$ cat src/rtl/game_pkg.sv
// Shared definitions for the game-round controller: FSM encoding and default sizes.
package game_pkg;

    typedef enum logic [2:0] {
        StIdle     = 3'd0,
        StArm      = 3'd1,
        StRun      = 3'd2,
        StPause    = 3'd3,
        StRoundEnd = 3'd4,
        StOver     = 3'd5
    } state_e;

    localparam int unsigned DefNumRounds = 5;
    localparam int unsigned DefRoundW    = 3;
    localparam int unsigned DefTimerW    = 12;
    localparam int unsigned DefScoreW    = 16;
    localparam int unsigned DefArmCycles = 2;

endpackage

$ cat src/rtl/edge_detect.sv
// Rising-edge detector producing a registered one-cycle pulse per press.
module edge_detect #(
    parameter bit RESET_PREV = 1'b1
) (
    input  logic i_clk,
    input  logic i_rst_n,
    input  logic i_level,
    output logic o_pulse
);

    logic r_prev;
    logic r_pulse;

    // Previous sample resets high so a button held through reset never fires.
    always_ff @(posedge i_clk or negedge i_rst_n) begin
        if (!i_rst_n) begin
            r_prev  <= RESET_PREV;
            r_pulse <= 1'b0;
        end else begin
            r_prev  <= i_level;
            r_pulse <= i_level & ~r_prev;
        end
    end

    assign o_pulse = r_pulse;

endmodule

$ cat src/rtl/round_sequencer.sv
// Game-round controller: arms, runs, pauses and stops the countdown timer over a
// fixed number of rounds and accumulates a saturating score from hit times.
module round_sequencer
    import game_pkg::*;
#(
    parameter int unsigned NUM_ROUNDS = DefNumRounds,
    parameter int unsigned ROUND_W    = DefRoundW,
    parameter int unsigned TIMER_W    = DefTimerW,
    parameter int unsigned SCORE_W    = DefScoreW,
    parameter int unsigned ARM_CYCLES = DefArmCycles
) (
    input  logic               clk,
    input  logic               reset,
    input  logic               start_btn,
    input  logic               pause_btn,
    input  logic               hit_btn,
    input  logic               end_reached,
    input  logic [TIMER_W-1:0] timer_value,
    output logic               timer_reset,
    output logic               timer_enable,
    output logic [ROUND_W-1:0] round,
    output logic [SCORE_W-1:0] score,
    output logic [2:0]         state,
    output logic               round_done,
    output logic               game_over
);

    localparam int unsigned ArmW = (ARM_CYCLES > 1) ? $clog2(ARM_CYCLES) : 1;

    state_e             r_state;
    state_e             w_state_next;
    logic [ArmW-1:0]    r_arm_cnt;
    logic [ROUND_W-1:0] r_round;
    logic [SCORE_W-1:0] r_score;
    logic [SCORE_W:0]   w_sum;
    logic               w_start;
    logic               w_pause;
    logic               w_hit;
    logic               w_arm_done;
    logic               w_last_round;
    logic               w_new_game;

    edge_detect #(.RESET_PREV(1'b1)) u_start_edge (
        .i_clk   (clk),
        .i_rst_n (reset),
        .i_level (start_btn),
        .o_pulse (w_start)
    );

    edge_detect #(.RESET_PREV(1'b1)) u_pause_edge (
        .i_clk   (clk),
        .i_rst_n (reset),
        .i_level (pause_btn),
        .o_pulse (w_pause)
    );

    edge_detect #(.RESET_PREV(1'b1)) u_hit_edge (
        .i_clk   (clk),
        .i_rst_n (reset),
        .i_level (hit_btn),
        .o_pulse (w_hit)
    );

    assign w_arm_done   = (r_arm_cnt == ArmW'(ARM_CYCLES - 1));
    assign w_last_round = (r_round == ROUND_W'(NUM_ROUNDS));
    assign w_new_game   = w_start && (r_state == StIdle || r_state == StOver);
    assign w_sum        = {1'b0, r_score} + {{(SCORE_W + 1 - TIMER_W){1'b0}}, timer_value};

    always_ff @(posedge clk or negedge reset) begin
        if (!reset) begin
            r_state <= StIdle;
        end else begin
            r_state <= w_state_next;
        end
    end

    always_comb begin
        w_state_next = r_state;
        case (r_state)
            StIdle:     if (w_start) w_state_next = StArm;
            StArm:      if (w_arm_done) w_state_next = StRun;
            StRun: begin
                // hit outranks end_reached, which outranks pause
                if (w_hit || end_reached) begin
                    w_state_next = StRoundEnd;
                end else if (w_pause) begin
                    w_state_next = StPause;
                end
            end
            StPause:    if (w_pause) w_state_next = StRun;
            StRoundEnd: w_state_next = w_last_round ? StOver : StArm;
            StOver:     if (w_start) w_state_next = StArm;
            default:    w_state_next = StIdle;
        endcase
    end

    always_comb begin
        timer_reset  = 1'b0;
        timer_enable = 1'b0;
        round_done   = 1'b0;
        game_over    = 1'b0;
        case (r_state)
            StArm:      timer_reset  = 1'b1;
            StRun:      timer_enable = 1'b1;
            StRoundEnd: round_done   = 1'b1;
            StOver:     game_over    = 1'b1;
            default:    ;
        endcase
    end

    always_ff @(posedge clk or negedge reset) begin
        if (!reset) begin
            r_arm_cnt <= '0;
        end else if (r_state == StArm && !w_arm_done) begin
            r_arm_cnt <= r_arm_cnt + 1'b1;
        end else begin
            r_arm_cnt <= '0;
        end
    end

    always_ff @(posedge clk or negedge reset) begin
        if (!reset) begin
            r_round <= '0;
            r_score <= '0;
        end else if (w_new_game) begin
            r_round <= ROUND_W'(1);
            r_score <= '0;
        end else begin
            if (r_state == StRun && w_hit) begin
                r_score <= w_sum[SCORE_W] ? {SCORE_W{1'b1}} : w_sum[SCORE_W-1:0];
            end
            if (r_state == StRoundEnd && !w_last_round) begin
                r_round <= r_round + 1'b1;
            end
        end
    end

    assign round = r_round;
    assign score = r_score;
    assign state = r_state;

endmodule

$ cat config.mk
export PLATFORM = sky130hd
export DESIGN_NAME = round_sequencer
export DESIGN_NICKNAME = d
export VERILOG_FILES = /design/src/rtl/game_pkg.sv /design/src/rtl/edge_detect.sv /design/src/rtl/round_sequencer.sv
export SDC_FILE = /design/constraint.sdc
export NUM_CORES = 1
export LEC_CHECK = 0
export CELL_PAD_IN_SITES_DETAIL_PLACEMENT = 0
export CELL_PAD_IN_SITES_GLOBAL_PLACEMENT = 1
export CORE_ASPECT_RATIO = 1.5
export CORE_UTILIZATION = 35
export CTS_BUF_LIST = sky130_fd_sc_hd__clkbuf_4
export DETAILED_ROUTE_END_ITERATION = 10
export PLACE_DENSITY = 0.79
export RECOVER_POWER = 25
export SLEW_MARGIN = 20
export SYNTH_ARGS = -nofsm -noshare
export SYNTH_HDL_FRONTEND = slang
export SYNTH_HIERARCHICAL = 1
export SYNTH_SLANG_ARGS = --single-unit
$ cat constraint.sdc
create_clock -name clk -period 2.2 [get_ports clk]
set_input_delay 0.66 -clock clk [delete_from_list [all_inputs] [get_ports clk]]
set_output_delay 0.66 -clock clk [all_outputs]
set_load 0.01 [all_outputs]
Yosys cells after proc, flatten, opt, wreduce, memory -nomap -nowiden:

Cells that the tools add are included.

* register bits: 29
* input port bits: 18
* output and inout port bits: 26

* add/sub/neg operators: 3
* equality and inequality tests: 10
* multiplexer cells: 17
* bitwise operators: 6
* reduce and logical (&&, ||, !) cells: 13

Operator list (count)
* 2-to-1 mux 16 bit: 3
* 2-to-1 mux 3 bit: 8
* adder 16 x 12 -> 17 bit: 1
* one-hot mux 3 bit (5 select lines): 1
* equality test 3 bit, second input constant: 3
* equality test 3 x 2 -> 1 bit, second input constant: 2
* 2-to-1 mux 1 bit: 5
* logical AND 1 bit: 4
* inequality test 2 x 1 -> 1 bit, second input constant: 2
* AND reduction 4 bit: 1
* nonzero test 2 bit: 2
* adder 3 x 1 -> 3 bit, second input constant: 1
* bitwise AND 1 bit: 3
* equality test 3 x 1 -> 1 bit, second input constant: 1
* zero test 3 bit: 1
* inequality test 3 x 2 -> 1 bit, second input constant: 1
* inverter 1 bit: 3
* zero test 1 bit: 2
* logical OR 1 bit: 2
* inequality test 2 bit, second input constant: 1
* OR reduction 2 bit: 1
* adder 1 bit, second input constant: 1

Logic depth before layout (Yosys ltp):

Gate-level depths: netlist (run 1).

* depth after elaboration: 5
* gate-level depth with buffers: 10
* mapped depth without buffers: 8

Hierarchy:

The synthesis (run 1) kept the hierarchy.

Modules (own cells, without submodules)
* round_sequencer: instances 1, cells each 178, area an instance 1624.1 um^2, seq. area each 575.6 um^2
* edge_detect: instances 3, cells each 3, area an instance 65.1 um^2, seq. area each 51.3 um^2

Least setup slack after synthesis (run 1):

Ideal clock, no wire load.

* kind: input to register
* start: in timer_value[0]
* end: reg r_score[8], in the netlist score[8]
* data arrival time: 2.516 ns
* data required time: 2.075 ns
* setup slack: -0.441 ns
* stages: 10
* cells stage by stage: ha_1 > fa_1 > a21o_1 > a221o_1 > a21oi_2 > or2_1 > buf_6 > and2_4 > buf_6 > a21oi_1

* cells in the longest elaborated chain, start to end: 4

RTL lines
* start: declaration: RTL line round_sequencer.sv:18 `input logic [TIMER_W-1:0] timer_value,`
* adder 16 x 12 -> 17 bit: RTL line round_sequencer.sv:67 `assign w_sum = {1'b0, r_score} + {{(SCORE_W + 1 - TIMER_W){1'b0}}, timer_value};`
* 2-to-1 mux 16 bit: RTL line round_sequencer.sv:130 `r_score <= w_sum[SCORE_W] ? {SCORE_W{1'b1}} : w_sum[SCORE_W-1:0];`
* 2-to-1 mux 16 bit: RTL line round_sequencer.sv:129 `if (r_state == StRun && w_hit) begin`
* 2-to-1 mux 16 bit: RTL line round_sequencer.sv:125 `end else if (w_new_game) begin`
* end signal: assignment: RTL line round_sequencer.sv:130
* end: declaration: RTL line round_sequencer.sv:34 `logic [SCORE_W-1:0] r_score;`

No other way between the ends. The select of a mux whose other input is x is not followed.
A chain may end at the register's enable or synchronous reset.

Final worst setup path (run 1):

* start: in timer_value[1]
* end: reg r_score[4], in the netlist score[4]

Same word-level chain as after synthesis.

==> results.cfg, run 1 <==
[yosys]
synth_area_leaders = dfrtp_1, ha_1, a21oi_1
avgSynthCellArea_um2 = 9.73
netlist.area_leader.share = 0.358
ys_warn_count = 6
syn-cell-area_mm2 = 0.00182
ys_ff_latch = 29
postSynth.asyncResetShare = 1.00
syn-num-nets = 220
ys_seq_area_frac = 0.401
synth_top_area_cell = dfrtp_1
synth_cell_types = 45
netlist_instances = 187
synth_edf_count = 0
synth_top_flop_cell = dfrtp_1

[critical_path]
slowest_delay_ns = 0.40
r2r_cells = 8
crit_family = compound AO/OA/AOI/OAI gates
worst_setup_path_start_kind = input port
arrival_ns = 2.41
cp_slowest_cell = fa_2
path_buf_inv = 1
r2r_start = score[0]
endpoint = score[4]
required_ns = 2.42
worstSetupPathDepth = 8
path_class = input port to register
cp_cell_sequence = clkdlybuf4s15_2, fa_2, a21o_1, a221o_1, a21oi_2, or2_1, and2_4, a21oi_1
crit_path_start = timer_value[1]
ff2ff_setup_slack_ns = 0.007
cp-end-kind = register
cp_max_fo = 6
worstReg2RegEnd = score[4]

[die]
core-area_mm2 = 0.00493
die_x_um = 60.9
die_area_mm2 = 0.00550
initial_core_util = 0.369
die_y_um = 90.3
io_pins = 44
num_rows = 31

[global_route]
overflow = 0
antenna_found_initial = 0
grt_pass1_vias = 1635
grt_start_max_net_pins = 30
grt_use_total = 0.182
grt_pass1_wl_mm = 7.42

[clocking]
clk_path_buf_depth = 2
cts_root_buf = clkbuf_4
cts_tree = built
path_clk_slew_ns = 0.10
htree_levels = 2
ctsHoldBuffers = 0
clk_latency_ns = 0.33
cts_sinks = 29
numCtsBuffers = 5

[power]
intPower_mw = 1.79
switching_share = 0.392
pwr-share-seq = 0.283
p_clk_frac = 0.108
p_leak_nw = 1.19
power_density_mw_per_mm2 = 1060
p_comb_frac = 0.609
p_switching_mw = 1.16
ir_worst_vdd_v = 0.000457

[detailed_routing]
drtIter0Drc = 39
avgViaCountPerCell = 5.06
wl_per_cell_um = 13.7
drtAntennaViolNets = 0
num_vias = 1689
drc = 0
wirelength_mm = 4.56
dr.pass1.iters = 4

[cells_and_area]
synthToLayoutAreaGrowth_pct = 52.8
seqCellArea_um2 = 731
layout-drive-gt1-share = 0.317
multi_input_area_mm2 = 0.00122
fill_cells = 460
antenna_cells = 0
fin_nets = 300
utilization = 0.564

[min_path]
hp-class = register to register

[place]
dpl.hpwl_mm = 3.48
gp_congestion = 0.772
dpl_worst_slack_ns = -0.819
portBuffers = 43

[sta]
fin_ws_ns = 0.00673
tightestPinTransition_ns = 0.706
rsz0062_at_grt = yes
slew_violations = 0
setup_viol = 0
setup_tns_ns = 0
period_minus_slack_ns = 2.19
clock_skew_ns = 0.00419
fmax_mhz = 456
maxSlewHeadroom = 0.530
hold_viol_final = 0
min_period_over_period = 0.997

[job]
drv_cap = 0

[run_status]
status = completed
## how the worst min path moves through the flow
stage,start,endpoint,slack [ns],depth (start not counted)
final,r_arm_cnt,r_arm_cnt,0.45,1
after floorplan,reset,r_arm_cnt,0.36,0
after global routing,r_arm_cnt,r_arm_cnt,0.46,1
after detailed placement,r_arm_cnt,r_arm_cnt,0.44,1
after CTS,r_arm_cnt,r_arm_cnt,0.45,1
after global placement,r_arm_cnt,r_arm_cnt,0.44,1
## cells in the final DEF (no fill, tap or decap), drive strengths merged, types with 4 or more instances in the layout
cell,n
dlygate4sd2,7
clkdlybuf4s50,27
ha,14
a31oi,6
dfrtp,26
nand2,11
clkbuf,8
nor2,15
buf,36
xor2,7
a21o,5
o21ai,9
dlygate4sd3,4
xnor2,6
nor2b,5
a21oi,32
## per-stage QoR
stage	cells	total power [mW]	instance area [µm²]	hold WS (ns)
4_1_cts	334	2.84	2690	0.455
3_3_place_gp	321	2.40	2540	0.439
5_1_grt	334	3.19	2780	0.461
2_1_floorplan	187	1.67	1840	0.364
6_report	334	2.95	2780	0.452
3_5_place_dp	321	2.42	2540	0.441
## worst register-to-register path: stages, from the launching register on
cell     delay [ns]
dfrtp_1        0.43
ha_4           0.18
fa_2           0.34
a21o_1         0.19
a221o_1        0.34
a21oi_2        0.17
or2_1          0.15
and2_4         0.20
a21oi_1        0.08
## power by group through the flow
stage                     clock, mW  combinational (mW)  sequential, mW
final                         0.318                1.80           0.837
after floorplan                   0               0.824           0.847
after global placement            0                1.58           0.822
after CTS                     0.331                1.67           0.833
after global routing          0.355                1.97           0.863
after detailed placement          0                1.59           0.827
## cells in the mapped netlist, types with 3 or more instances
cell type and instances:
a21o_1 5, a21oi_1 31, a31oi_1 6, dfrtp_1 26, dfstp_2 3, ha_1 14, inv_1 3, nand2_1 11
nand3_1 3, nand4_1 3, nor2_1 15, nor2b_4 3, o211ai_1 3, o21ai_0 9, xnor2_1 6, xor2_1 7
## layout make-up
cell class | instances | area share
multi-input cells | 149 | 0.439
flip-flops and latches | 29 | 0.263
repair buffers | 79 | 0.244
well taps | 66 | 0.0297
clock buffers | 5 | 0.0135
clock inverters | 3 | 0.00630
inverters | 3 | 0.00405
## sequential cells by signal, summed over array words and instances, names as in the netlist
name	flops
r_arm_cnt	1
round	3
score	16
state	3
u_hit_edge/o_pulse	1
u_hit_edge/r_prev	1
u_pause_edge/o_pulse	1
u_pause_edge/r_prev	1
u_start_edge/o_pulse	1
u_start_edge/r_prev	1
## logic make-up after synthesis
kind of cell               share of synthesized area
and+or+nand+nor                                0.157
muxes                                        0.00550
adders and majority gates                      0.107
xor gates and xnor gates                      0.0626
buffers and inverters                         0.0296
AOI/OAI and AO/OA                              0.237
DFF                                            0.401
## per-layer routing
layer / up-vias / track usage / part of all wire
met3: 8 / 0.0358 / 0.036
met1: 806 / 0.211 / 0.41
li1: 842 / - / -
met4: 0 / 0.0758 / 0.020
met5: - / 0 / 0
met2: 33 / 0.311 / 0.54
## timing repair
item / in CTS / in global routing
setup buffers: 5 / 0
resized for setup: 29 / 28
pin swaps: 13 / 16
endpoints found under the setup margin: 20 / 17
No activity file was read; power rests on OpenSTA's default activity.
==> run 2, diff against run 1 <==
Settings changed: GPL_TIMING_DRIVEN from default to 0.
==> run 2 against run 1 <==
The flow now finishes with violations (capacitance limit, slew limit, setup timing). Die area unchanged. Via count fell by 2.9%. First-iteration DRC count increased by 100%. Critical path depth is 1 higher. Sequential power fell by 0.8%. Setup slack worse by 0.087 ns. Clock-buffer cell count did not move. Wire length is 1.9% higher. Critical path type is now register to register. Highest routed layer unchanged.
==> results.cfg, run 2 (same netlist as run 1, synthesis figures left out) <==
[run_status]
status = finished, violations left
violations = capacitance limit, slew limit, setup timing

[global_route]
antenna_found_initial = 0
overflow = 0
met3_usage = 0.0430
met1_usage = 0.217
gr-usage-met2 = 0.324
busiest_layer = met2
grt_start_max_net_pins = 30
grt_pass1_wl_mm = 7.76
grt_pass1_vias = 1663
grt_use_total = 0.189

[critical_path]
path_class = register to register
required_ns = 2.43
ff2ff_setup_slack_ns = -0.08
arrival_ns = 2.51
worst_setup_path_start_kind = register
cp-end-kind = register
r2r_start = score[0]
r2r_cells = 9
worstReg2RegEnd = score[9]
cp_max_fo = 6

[cells_and_area]
utilization = 0.549
synthToLayoutAreaGrowth_pct = 48.7
final_common_cell = dfrtp_1
layout_common_cells = dfrtp_1, clkdlybuf4s50_1, a21oi_1, buf_4, nor2_1
fin_nets = 281
fin_cells = 315
antenna_cells = 0
fill_cells = 471
largest_reg_flops = 16
seqCellArea_um2 = 731
layout-drive-gt1-share = 0.265
stdcell_area_mm2 = 0.00271
multi_input_area_mm2 = 0.00128

[clocking]
clk_latency_ns = 0.33
cts_tree = built
path_clk_slew_ns = 0.10
clk_path_buf_depth = 2
cts_sinks = 29
cts_root_buf = clkbuf_4
numCtsBuffers = 5
htree_levels = 2

[place]
portBuffers = 43
gp_congestion = 0.804
placed_cells = 296
dpl_worst_slack_ns = -1.01
dpl.hpwl_mm = 3.21
place_area_mm2 = 0.00235

[min_path]
min_path_cells = 1
hp-class = register to register
holdPathEnd = r_arm_cnt
hp-start = r_arm_cnt

[die]
io_pins = 44
die_y_um = 90.3
num_rows = 31
initial_core_util = 0.369
die_area_mm2 = 0.00550
core-area_mm2 = 0.00493
die_x_um = 60.9

[detailed_routing]
drtAntennaViolNets = 0
wl_per_cell_um = 14.8
wirelength_mm = 4.65
avgViaCountPerCell = 5.21
drtIter0Drc = 78
num_vias = 1640
drc = 0
dr.pass1.iters = 4

[power]
p_clk_frac = 0.113
totalPowerFinal_mw = 2.79
p_comb_frac = 0.590
ir_worst_vdd_v = 0.000437
switching_share = 0.408
pwr-share-seq = 0.297
p_switching_mw = 1.14
intPower_mw = 1.65
p_leak_nw = 1.13
power_density_mw_per_mm2 = 1030

[sta]
fmax_mhz = 439
maxSlewHeadroom = -0.0741
rsz0062_at_grt = yes
holdWs_ns = 0.464
fin_ws_ns = -0.0803
setup_viol = 11
setup_tns_ns = -0.639
min_period_over_period = 1.04
clock_skew_ns = 0.00335
period_minus_slack_ns = 2.28
hold_viol_final = 0
slew_violations = 30
tightestPinTransition_ns = 1.61

[job]
drv_cap = 1
-- run 2: changes by cell type in the layout (fill, tap and decap cells not counted), moves of 3 or more --
cell and delta:
dlymetal6s2s_1 +4, clkdlybuf4s50_1 -4, clkbuf_1 +3, ha_1 -3, nor2b_4 +3, a21oi_2 +4
a21oi_1 -5, ha_4 +4, nor2b_2 -3, buf_4 -22
-- run 2: final cells by class --
| class | instances | area share |
|---|---|---|
| Sequential cell | 29 | 0.270 |
| Multi-Input combinational cell | 149 | 0.475 |
| Buffer | 5 | 0.0125 |
| Clock inverter | 3 | 0.00463 |
| Timing Repair Buffer | 55 | 0.189 |
| Inverter | 3 | 0.00416 |
| Tap cell | 66 | 0.0305 |
| Clock buffer | 5 | 0.0139 |
-- run 2: worst max-delay path by stage --
stage	start	end	depth (start not counted)
global route	score[0]	score[10]	9
finish	score[0]	score[9]	9
CTS	score[0]	score[10]	9
detailed placement	timer_value[0]	score[10]	11
floorplan	timer_value[0]	score[9]	10
global placement	timer_value[0]	score[10]	11
-- run 2: power by group through the flow --
stage	combinational (mW)	clock (mW)	sequential [mW]
2_1_floorplan	0.824	0	0.847
3_3_place_gp	1.36	0	0.806
3_5_place_dp	1.37	0	0.812
4_1_cts	1.58	0.328	0.824
5_1_grt	1.83	0.346	0.851
6_report	1.65	0.317	0.830
-- run 2: repair_timing --
item	in CTS	in global routing
gates resized for setup	52	17
endpoints found under the setup margin	20	17
endpoints found under the hold margin	0	0
cloned	0	0
pin swaps	18	18
buffers inserted	8	5
hold buffers	0	0
-- run 2: worst max-delay path, cell delays in order, from the launching register on --
cell and delay [ns]:
dfrtp_1 0.42, ha_4 0.18, fa_2 0.34, a21o_1 0.20, a221o_1 0.35, a21oi_4 0.16, or2_1 0.14, buf_6 0.11
and2_4 0.20, a21oi_2 0.06
-- run 2: metal layers --
layer,up-vias,part of all wire
met1,788,0.41
li1,806,-
met5,-,0
met2,38,0.54
met4,0,0.019
met3,8,0.034
==> run 3, diff against run 2 <==
Settings changed: CORE_UTILIZATION 35 to 42, PLACE_DENSITY 0.79 to 0.89.
Clock period 2.2 ns to 2.84 ns, I/O delays scaled along.
==> run 3 against run 2 <==
Hold slack got worse by 0.011 ns. The flow finishes with violations (capacitance limit, slew limit). Combinational power decreased by 32%. Highest routed layer unchanged. Total power decreased by 29%. Clock power decreased by 20%. Final area decreased by 9.8%. Sequential cell count unchanged. Via count decreased by 0.79%.
==> results.cfg, run 3 (same netlist as run 1, synthesis figures left out) <==
[power]
p_leak_nw = 1.05
power_density_mw_per_mm2 = 815
p_clk_frac = 0.128
ir_worst_vdd_v = 0.000538
p_comb_frac = 0.562
pwr-share-seq = 0.310
p_switching_mw = 0.792
intPower_mw = 1.20
totalPowerFinal_mw = 1.99
switching_share = 0.399

[cells_and_area]
antenna_cells = 0
fin_nets = 275
final_common_cell = clkdlybuf4s50_1
layout_common_cells = clkdlybuf4s50_1, dfrtp_1, a21oi_1, nor2_1, ha_1
largest_reg_flops = 16
fin_cells = 289
synthToLayoutAreaGrowth_pct = 34.1
stdcell_area_mm2 = 0.00244
layout-drive-gt1-share = 0.148

[sta]
holdWs_ns = 0.453
tightestPinTransition_ns = 1.63
min_period_over_period = 0.968
hold_viol_final = 0
clock_skew_ns = 0.0136
period_minus_slack_ns = 2.75
slew_violations = 30
rsz0062_at_grt = no
fmax_mhz = 364
fin_ws_ns = 0.0910
maxSlewHeadroom = -0.0893
setup_viol = 0

[critical_path]
arrival_ns = 2.96
worst_setup_path_start_kind = input port
cp_slowest_cell = clkdlybuf4s50_1
slowest_delay_ns = 0.43
cp-end-kind = register
cp_max_fo = 6
required_ns = 3.05
path_class = input port to register
cp_cell_sequence = clkdlybuf4s50_1, ha_1, and3_1, a221o_1, a21oi_4, or2_1, buf_6, and2_4, a21oi_2

[run_status]
status = finished, violations left
violations = capacitance limit, slew limit

[clocking]
cts_root_buf = clkbuf_4
ctsHoldBuffers = 0
clk_latency_ns = 0.33
clk_path_buf_depth = 2
numCtsBuffers = 5
path_clk_slew_ns = 0.10
cts_sinks = 29
htree_levels = 2
cts_tree = built

[detailed_routing]
avgViaCountPerCell = 5.63
drtIter0Drc = 68
num_vias = 1627
wl_per_cell_um = 14.8
drtAntennaViolNets = 0
drc = 0
wirelength_mm = 4.29
dr.pass1.iters = 4

[place]
placed_cells = 276
gp_congestion = 0.776
dpl_worst_slack_ns = -0.630
place_area_mm2 = 0.00230
portBuffers = 43
dpl.hpwl_mm = 3.11

[die]
die_area_mm2 = 0.00460
die_x_um = 55.7
num_rows = 29
core-area_mm2 = 0.00417
initial_core_util = 0.436
io_pins = 44
die_y_um = 82.6

[global_route]
grt_pass1_vias = 1563
grt_pass1_wl_mm = 7.20
overflow = 0
grt_use_total = 0.204
grt_start_max_net_pins = 30
antenna_found_initial = 0

[job]
drv_cap = 1

[min_path]
hp-class = register to register
==> run 3: cell types whose count changed in the layout (fill, tap and decap cells not counted), sizes merged <==
cell / change
clkdlybuf4s15: -1
clkbuf: +1
clkinv: -2
dlygate4sd2: -9
dlygate4sd3: -1
buf: -7
clkdlybuf4s50: +15
dlymetal6s2s: -2
==> run 3: timing repair <==
item,4_1_cts,5_1_grt
hold endpoints to repair,0,0
cloned,0,0
setup buffers,6,0
setup endpoints to repair,14,14
pin swaps,5,7
gates resized for setup,4,10
==> run 3: final cells by class <==
type	count	area [µm²]
well taps	46	57.6
plain buffers	5	31.3
clock inverters	1	3.75
clock buffers	7	52.6
repair buffers	49	474
multi-input cells	149	1080
flip-flops and latches	29	729
inverters	3	11.3
fillers	386	1730
==> run 3: per-layer routing <==
| layer | GRT usage | share of wire | vias up |
|---|---|---|---|
| met2 | 0.369 | 0.52 | 42 |
| met5 | 0 | 0 | - |
| met4 | 0.0975 | 0.027 | 0 |
| met3 | 0.0389 | 0.032 | 10 |
| met1 | 0.233 | 0.42 | 780 |
| li1 | - | - | 795 |
==> run 3: path summary, 6_finish.rpt <==
check | from | slack, ns | end | cells after the start
max in group asynchronous | reset | 0.96 | u_hit_edge/o_pulse | 1
setup / recovery | timer_value[5] | 0.09 | score[3] | 9
setup reg to reg | score[0] | 0.48 | score[3] | 9
hold reg to reg | r_arm_cnt | 0.45 | r_arm_cnt | 1
min in group asynchronous | reset | 0.92 | score[0] | 1
hold / removal | r_arm_cnt | 0.45 | r_arm_cnt | 1
==> run 3: power by group through the flow <==
stage / combinational, mW / clock [mW] / sequential [mW]
after detailed placement: 1.05 / 0 / 0.626
after CTS: 1.09 / 0.267 / 0.619
after global routing: 1.24 / 0.279 / 0.636
final: 1.12 / 0.254 / 0.617
after global placement: 1.04 / 0 / 0.620
after floorplan: 0.629 / 0 / 0.654
==> run 3: metrics by stage <==
stage                     TNS, ns  utilization
after floorplan                 0            -
after global placement      -7.46        0.553
after detailed placement    -7.74        0.552
after CTS                       0        0.578
after global routing            0        0.585
final                           0        0.585
==> run 3: worst max-delay path, delay by kind of cell <==
| kind | cells | cell delay (ns) |
|---|---|---|
| AO/OA/AOI/OAI | 3 | 0.60 |
| adder cells (fa/ha/maj) | 1 | 0.40 |
| buffers and inverters | 2 | 0.54 |
| AND/OR/NAND/NOR | 3 | 0.57 |
